File: config.mk
export PLATFORM = sky130hd
export DESIGN_NAME = vector_frame_sequencer
export DESIGN_NICKNAME = d
export VERILOG_FILES = /design/src/rtl/vector_frame_sequencer_pkg.sv /design/src/rtl/vector_frame_sequencer_frame_timer.sv /design/src/rtl/vector_frame_sequencer.sv
export SDC_FILE = /design/constraint.sdc
export NUM_CORES = 1
export LEC_CHECK = 0
export BUFFER_PORTS_ARGS = -buffer_cell sky130_fd_sc_hd__buf_2
export CAP_MARGIN = 10
export CORE_MARGIN = 2
export CORE_UTILIZATION = 49
export DETAILED_ROUTE_END_ITERATION = 6
export PLACE_DENSITY_LB_ADDON = 0.12
export SLEW_MARGIN = 10
export SYNTH_ARGS = -nofsm -noshare
export SYNTH_HDL_FRONTEND = slang
export SYNTH_HIERARCHICAL = 1
export SYNTH_SLANG_ARGS = --single-unit
File: constraint.sdc
create_clock -name clk -period 1.77 [get_ports clk]
set_input_delay 0.177 -clock clk [delete_from_list [all_inputs] [get_ports clk]]
set_output_delay 0.177 -clock clk [all_outputs]
set_load 0.03 [all_outputs]
File: src/rtl/vector_frame_sequencer_pkg.sv
// Shared types for the vector frame sequencer: the vector-list entry layout
// and the scheduler state encoding.
package vector_pkg;

  // Width of each beam coordinate as stored in the vector list.
  localparam int DAC_WIDTH = 8;

  // One vector-list entry: {y, x, draw, pos}.
  typedef struct packed {
    logic [DAC_WIDTH-1:0] y;
    logic [DAC_WIDTH-1:0] x;
    logic                 draw;
    logic                 pos;
  } vec_entry_t;

  typedef enum logic [2:0] {
    ST_IDLE,
    ST_BOUNDARY,
    ST_FETCH,
    ST_OFFER,
    ST_WAIT
  } seq_state_t;

endpackage

File: src/rtl/vector_frame_sequencer_frame_timer.sv
// Saturating frame-period counter. The clear cycle (the frame boundary)
// counts as cycle 0, so the count reads k exactly k cycles after the
// boundary and 'elapsed' rises LIMIT-1 cycles after it.
module frame_timer #(
  parameter int LIMIT = 1000
) (
  input  logic clk,
  input  logic rst,
  input  logic clear,
  output logic elapsed
);

  localparam int              CW   = $clog2(LIMIT);
  localparam logic [CW-1:0]   LAST = CW'(LIMIT - 1);
  localparam logic [CW-1:0]   ONE  = CW'(1);

  logic [CW-1:0] count;

  // Count cycles since the last boundary, holding at LIMIT-1.
  always_ff @(posedge clk) begin
    if (!rst) begin
      count <= '0;
    end else if (clear) begin
      count <= ONE;
    end else if (count != LAST) begin
      count <= count + ONE;
    end
  end

  assign elapsed = (count == LAST);

endmodule

File: src/rtl/vector_frame_sequencer.sv
// Double-buffered vector-list scheduler. Walks the front bank of the vector
// RAM one entry per handshake, enforces a minimum frame period and swaps
// banks only at frame boundaries when the scene writer has asked for it.
module vector_frame_sequencer
  import vector_pkg::*;
#(
  parameter int ADDR_WIDTH       = 8,
  parameter int DATA_WIDTH       = 18,
  parameter int FRAME_MIN_CYCLES = 1000
) (
  input  logic                  clk,
  input  logic                  rst,
  input  logic                  enable,
  input  logic                  swap_req,
  input  logic [ADDR_WIDTH:0]   swap_len,
  output logic                  swap_ack,
  output logic [ADDR_WIDTH:0]   rd_addr,
  input  logic [DATA_WIDTH-1:0] rd_data,
  output logic                  vec_valid,
  input  logic                  vec_ready,
  output logic [DATA_WIDTH-1:0] vec_data,
  output logic                  front_bank,
  output logic                  frame_start,
  output logic                  frame_done,
  output logic                  busy
);

  localparam logic [ADDR_WIDTH:0]   DEPTH_LEN = {1'b1, {ADDR_WIDTH{1'b0}}};
  localparam logic [ADDR_WIDTH:0]   LEN_ONE   = (ADDR_WIDTH+1)'(1);
  localparam logic [ADDR_WIDTH-1:0] IDX_ONE   = ADDR_WIDTH'(1);

  seq_state_t            state;
  logic [ADDR_WIDTH:0]   len;
  logic [ADDR_WIDTH:0]   pend_len;
  logic                  pending;
  logic [ADDR_WIDTH-1:0] idx;
  logic [ADDR_WIDTH:0]   frame_len;
  logic                  last_entry;
  logic                  period_elapsed;

  // A bank can never hold more than DEPTH entries.
  function automatic logic [ADDR_WIDTH:0] clamp_len(input logic [ADDR_WIDTH:0] n);
    return (n > DEPTH_LEN) ? DEPTH_LEN : n;
  endfunction

  // Length of the frame about to start, taking a pending swap into account.
  assign frame_len  = pending ? pend_len : len;
  assign last_entry = ({1'b0, idx} == (len - LEN_ONE));
  assign rd_addr    = {front_bank, idx};

  frame_timer #(
    .LIMIT (FRAME_MIN_CYCLES)
  ) u_frame_timer (
    .clk     (clk),
    .rst     (rst),
    .clear   (state == ST_BOUNDARY),
    .elapsed (period_elapsed)
  );

  // Scheduler FSM with all outputs registered.
  // NOTE: every register here is assigned with <=, so all branches see the
  // pre-edge values of state, idx and pending regardless of statement order.
  always_ff @(posedge clk) begin
    if (!rst) begin
      state       <= ST_IDLE;
      front_bank  <= 1'b0;
      len         <= '0;
      pend_len    <= '0;
      pending     <= 1'b0;
      idx         <= '0;
      vec_valid   <= 1'b0;
      vec_data    <= '0;
      swap_ack    <= 1'b0;
      frame_start <= 1'b0;
      frame_done  <= 1'b0;
      busy        <= 1'b0;
    end else begin
      frame_start <= 1'b0;
      frame_done  <= 1'b0;
      swap_ack    <= 1'b0;

      unique case (state)
        ST_IDLE: begin
          if (enable) state <= ST_BOUNDARY;
        end

        ST_BOUNDARY: begin
          frame_start <= 1'b1;
          if (pending) begin
            front_bank <= ~front_bank;
            len        <= pend_len;
            swap_ack   <= 1'b1;
            pending    <= 1'b0;
          end
          if (frame_len != '0) begin
            state <= ST_FETCH;
            busy  <= 1'b1;
          end else begin
            state <= ST_WAIT;
          end
        end

        ST_FETCH: begin
          vec_data  <= rd_data;
          vec_valid <= 1'b1;
          state     <= ST_OFFER;
        end

        ST_OFFER: begin
          if (vec_ready) begin
            vec_valid <= 1'b0;
            if (last_entry) begin
              idx        <= '0;
              frame_done <= 1'b1;
              busy       <= 1'b0;
              state      <= ST_WAIT;
            end else begin
              idx   <= idx + IDX_ONE;
              state <= ST_FETCH;
            end
          end
        end

        ST_WAIT: begin
          if (period_elapsed) state <= enable ? ST_BOUNDARY : ST_IDLE;
        end

        default: state <= ST_IDLE;
      endcase

      // A request arriving in the boundary cycle itself overrides the clear
      // above and is held for the following boundary; later requests win.
      if (swap_req) begin
        pending  <= 1'b1;
        pend_len <= clamp_len(swap_len);
      end
    end
  end

endmodule

Word level (Yosys, flattened, before mapping). Cells that the tools add are included.

Bits in registers: 64. Input port bits: 32. Logic and storage cells: 69.

Add/subtract/negate cells: 3. Order comparisons: 1. Equal/unequal tests: 12. Mux-type cells: 23. Bitwise operators: 2. Reduce and logical (&&, ||, !) cells: 14.

Operators with widths (number): $mux 9 (2); $mux 3 (5); $pmux 3 s5 (1); $mux 1 (12); $add 10x1->10 const B (1); $eq 10x10->1 const B (1); $ne 10x10->1 const B (1); $ne 2x2->1 const B (5); $eq 8x9->1 (1); $gt 9x9->1 const B (1); $reduce_bool 9->1 (1); $sub 9x1->9 const B (1); $add 8x1->8 const B (1); $mux 8 (1); $reduce_and 2->1 (4); $reduce_bool 2->1 (4); $eq 3x2->1 const B (2); $reduce_and 3->1 (2); $pmux 1 s2 (2); $reduce_and 4->1 (1); $eq 3x1->1 const B (1); $eq 3x3->1 const B (1); $logic_not 3->1 (1); $not 1->1 (2); $reduce_or 2->1 (1).

Logic depth before layout (Yosys ltp).
Depth in word-level cells: 5. Mapped depth: 9.

Hierarchy. The synthesis kept the hierarchy.

Modules (own cells, without submodules): vector_frame_sequencer (instances 1, cells each 294, area each 2461.1 µm²); frame_timer (instances 1, cells each 55, area each 488.0 µm²).

Worst setup path after synthesis. Ideal clock, no wire load.

Path type: reg-to-reg. Start point: reg idx[5]. End point: reg idx[2]. Arrival: 1.716 ns. Required time: 1.643 ns. Setup slack: -0.073 ns. Stages on the path, launching flop included: 7. Path buffers: 1. Clock period less this slack: 1.843 ns. Cells stage by stage: dfxtp_1 > clkbuf_1 > a21boi_0 > o32ai_1 > mux2_2 > o31ai_4 > nor2_1.

Cells in the longest elaborated chain, start to end: 2.

RTL lines: start: declaration (line vector_frame_sequencer.sv:36) `logic [ADDR_WIDTH-1:0] idx;`; start signal: assignment (line vector_frame_sequencer.sv:118) `idx <= idx + IDX_ONE;`; $eq 8x9->1 (line vector_frame_sequencer.sv:48) `assign last_entry = ({1'b0, idx} == (len - LEN_ONE));`; $mux 8 (line vector_frame_sequencer.sv:112) `if (last_entry) begin`.

Every way passes these cells. A chain may end at the register's enable or synchronous reset.

Worst setup path in the final report.
Start point: reg len[0]. End point: reg idx[2].

Cells in the longest elaborated chain, start to end: 3.

RTL lines: start: declaration (line vector_frame_sequencer.sv:33) `logic [ADDR_WIDTH:0] len;`; start signal: assignment (line vector_frame_sequencer.sv:91) `len <= pend_len;`; $sub 9x1->9 (line vector_frame_sequencer.sv:48); $eq 8x9->1 (line vector_frame_sequencer.sv:48); $mux 8 (line vector_frame_sequencer.sv:112).

Every way passes these cells.

==> impl_metrics.py <==
metrics = {
    "sta": {
        "grt_setup_unrepaired": "yes",
        "timing.slew.headroom_pct": 76.0,
        "min_period_over_period_pct": 101,
        "tightest_slew_ns": 0.360,
        "layout_min_cycle_time_ns": 1.78,
        "fmax_mhz": 562,
        "drv_slew": 0,
        "hold_viol": 0,
        "whs_ns": 0.0818,
        "clock_skew_ns": 0.00546,
        "setup_viol": 3,
        "setup_slack_ns": -0.0106,
    },
    "detailed_routing": {
        "vias": 2672,
        "post-route-drc-count": 0,
        "ant_nets": 0,
        "routed_via_density": 5.24,
        "wl_per_cell_um": 12.5,
        "drt-initial-drc-count": 105,
        "routed_wl_mm": 6.39,
        "first_pass_iters": 4,
    },
    "yosys": {
        "yosys_register_bits": 64,
        "synthArstFlopShare_pct": 0,
        "syn_nets": 384,
        "syn_area_per_cell_sq_um": 8.45,
        "synth-edff-count": 0,
        "synth-warning-count": 6,
        "synth_cells": 349,
        "yosysTopAreaCell": "dfxtp_1",
        "syn_area_sq_um": 2950,
        "yosysUniqueCellTypes": 51,
        "synthFlopType": "dfxtp_1",
        "ys_seq_area_share_pct": 43.4,
        "synth_top_area_share_pct": 43.4,
        "synth.top_cells.by_area": "dfxtp_1 43%, nand2_1 9.4%, a21boi_0 7.4%",
    },
    "final_layout": {
        "seqCellArea_sq_um": 1290,
        "num_antenna_cells": 0,
        "area_growth_pct": 27.7,
        "nets": 465,
        "final_core_util_pct": 64.0,
        "final_cells": 510,
        "drive_above_1_share_pct": 29.9,
        "num-fill-cells": 539,
        "multi_input_area_sq_um": 1620,
    },
    "global_routing": {
        "grt_usage_pct": 20.6,
        "grt_overflow": 0,
        "grt_max_degree": 20,
        "grt_pass1_vias": 2415,
        "antenna_found_initial": 0,
        "grt_pass1_wl_mm": 10.7,
    },
    "setup_path": {
        "reg2reg_from": "len[0]$_SDFFE_PN0P_",
        "crit_path_max_incr_delay_ns": 0.36,
        "startpoint_type": "register",
        "cp_cell_sequence": "buf_6, nor2_4, buf_6, and3b_1, o32ai_2, mux2_4, o31ai_4, nor2_1",
        "critPathRequiredTime_ns": 1.98,
        "crit_buf_inv": 2,
        "cpLargestDelayFamily": "compound AO/OA/AOI/OAI gates",
        "criticalPathCategory": "reg2reg",
        "rr_endpoint": "idx[2]$_SDFFE_PN0P_",
        "reg2reg_depth": 8,
        "critPathMostFrequentCell": "buf_6",
        "crit_path_end_kind": "register",
        "critPathArrivalTime_ns": 1.99,
        "cp_slowest_cell": "o31ai_4",
        "cp_max_fo": 7,
        "regToRegSetupSlack_ns": -0.01,
    },
    "worst_hold_path": {
        "min_from": "rd_data[14]",
        "min_path_type": "in2reg",
        "hold_end": "vec_data[14]$_SDFFE_PN0P_",
        "hold_path_depth": 3,
    },
    "place": {
        "gp_congestion": 0.800,
        "dp_hpwl_mm": 4.67,
        "dp_slack_ns": -0.199,
        "place_inst": 492,
        "io_buffer_count": 64,
    },
    "clocking": {
        "cts_buffers": 9,
        "holdBufCountCts": 0,
        "worstSkewPairLatency_ns": 0.33,
        "clockBufferDepth": 2,
        "htreeDepth": 3,
        "clock-sinks": 64,
        "clkSlewWorstSetupHoldPaths_ns": 0.07,
        "cts_root_buf": "clkbuf_8",
        "cts_tree": "yes",
    },
    "floorplanning": {
        "die_area_sq_um": 6660,
        "start_util_pct": 50.1,
        "boundaryPins": 65,
        "chipWidth_um": 81.6,
        "core_area_sq_um": 5890,
        "num_rows": 28,
        "fp.dieH_um": 81.6,
    },
    "flow_run": {
        "maxCapViolations": 0,
    },
    "status": {
        "violations": "negative setup slack",
        "outcome": "complete, but fails checks",
    },
    "power": {
        "netSwitchingFraction_pct": 25.4,
        "p_leak_nw": 1.53,
        "peakVddDrop_mv": 0.569,
        "p_int_w": 0.00249,
        "p_comb_share_pct": 13.0,
        "sequentialPowerShare_pct": 46.8,
        "p_clk_share_pct": 40.2,
        "power_switching_w": 0.000847,
        "powerDensity_nw_per_um2": 885,
        "totalPowerFinal_w": 0.00333,
    },
}
-- stage by stage --
step                setup TNS (ns)  cell area [sq um]
finish                     -0.0212               3760
global placement            -0.649               3450
floorplan                        0               2960
global route                 -1.02               3760
CTS                        -0.0446               3750
detailed placement           -1.68               3450
-- worst max-delay path by stage --
stage / start / end / slack [ns] / cells past startpoint
after floorplan: len[0]$_SDFFE_PN0P_ / idx[2]$_SDFFE_PN0P_ / 0.0009 / 9
after global placement: len[0]$_SDFFE_PN0P_ / idx[2]$_SDFFE_PN0P_ / -0.09 / 7
after detailed placement: len[1]$_SDFFE_PN0P_ / idx[2]$_SDFFE_PN0P_ / -0.20 / 7
after CTS: len[1]$_SDFFE_PN0P_ / idx[2]$_SDFFE_PN0P_ / -0.02 / 8
after global routing: len[0]$_SDFFE_PN0P_ / idx[3]$_SDFFE_PN0P_ / -0.11 / 8
final: len[0]$_SDFFE_PN0P_ / idx[2]$_SDFFE_PN0P_ / -0.01 / 8
-- synth_stat cells (2+ instances only) --
cell type	instances
dfxtp_1	64
a31oi_1	4
nand2b_1	7
o32ai_1	2
and3_1	2
o21a_1	4
nor2_1	20
nor4_1	4
nor3_1	4
or2_2	4
o21ai_0	8
nor2b_1	6
mux2i_1	2
or3_1	3
inv_1	11
o31ai_1	3
nand4_1	5
a21boi_0	29
ha_1	3
and2_1	8
buf_2	2
clkbuf_1	13
a21oi_1	11
o22ai_1	7
nand3b_1	3
or4_1	2
nand2_1	74
xnor2_1	8
nand3_1	8
xor2_1	7
-- power by group through the flow --
| stage | Sequential [W] | Clock [W] | Combinational, W |
|---|---|---|---|
| 2_1_floorplan | 0.00164 | 0 | 0.000238 |
| 3_3_place_gp | 0.00159 | 0 | 0.000423 |
| 3_5_place_dp | 0.00159 | 0 | 0.000426 |
| 4_1_cts | 0.00156 | 0.00137 | 0.000435 |
| 5_1_grt | 0.00157 | 0.00144 | 0.000487 |
| 6_report | 0.00156 | 0.00134 | 0.000433 |
-- registers in the layout (all words and copies together), names as in the netlist --
| name | count |
|---|---|
| vec_data | 18 |
| u_frame_timer/count | 10 |
| len | 9 |
| pend_len | 9 |
| idx | 8 |
| state | 3 |
| busy | 1 |
| frame_done | 1 |
| frame_start | 1 |
| front_bank | 1 |
| pending | 1 |
| swap_ack | 1 |
| vec_valid | 1 |
-- worst min-delay path: cells and delay by family --
family,cells,cell delay (ns)
AOI/OAI and AO/OA,1,0.06
and+or+nand+nor,1,0.04
buffers and inverters,1,0.10
-- cells by family (layout without fill, tap and decap cells) --
logic type	Yosys count	after routing	share of synthesized area (%)
AND/OR/NAND/NOR	161	161	27.9
AO/OA/AOI/OAI	76	76	18.2
adder cells (fa/ha/maj)	3	3	1.27
multiplexers	3	3	1.06
XOR/XNOR	15	15	4.45
flip-flops	64	64	43.4
buffers and inverters	27	113	3.65
-- repair_timing --
item                                    4_1_cts  5_1_grt
pin swaps                                    10        3
setup buffers                                 2        0
endpoints found under the hold margin         0        0
endpoints found under the setup margin       11       22
gates resized for setup                      16        6
-- placed cells by master (no fill, tap or decap), drive strengths merged, types with 7 or more instances in the layout --
cell,n
buf,86
dfxtp,64
nand2,74
inv,11
o21ai,8
nand2b,7
a21oi,11
a21boi,29
clkbuf,14
nand3,8
nor2,20
o22ai,7
xnor2,8
xor2,7
and2,8
-- layer usage --
| layer | routed length, um | global-route usage [%] | vias up |
|---|---|---|---|
| met5 | 0 | 0 | - |
| met4 | 58 | 6.33 | 0 |
| met3 | 318 | 6.59 | 6 |
| met2 | 2990 | 32.9 | 55 |
| met1 | 3020 | 26.8 | 1239 |
| li1 | - | - | 1372 |
-- layout make-up --
| cell class | count | area share [%] |
|---|---|---|
| clock buffer | 14 | 4.85 |
| clock inverter | 2 | 0.931 |
| sequential | 64 | 34.4 |
| tap | 75 | 2.49 |
| timing repair buffer | 86 | 13.2 |
| multi-input combinational | 258 | 43.0 |
| inverter | 11 | 1.10 |
(Power assumes the default switching activity.)
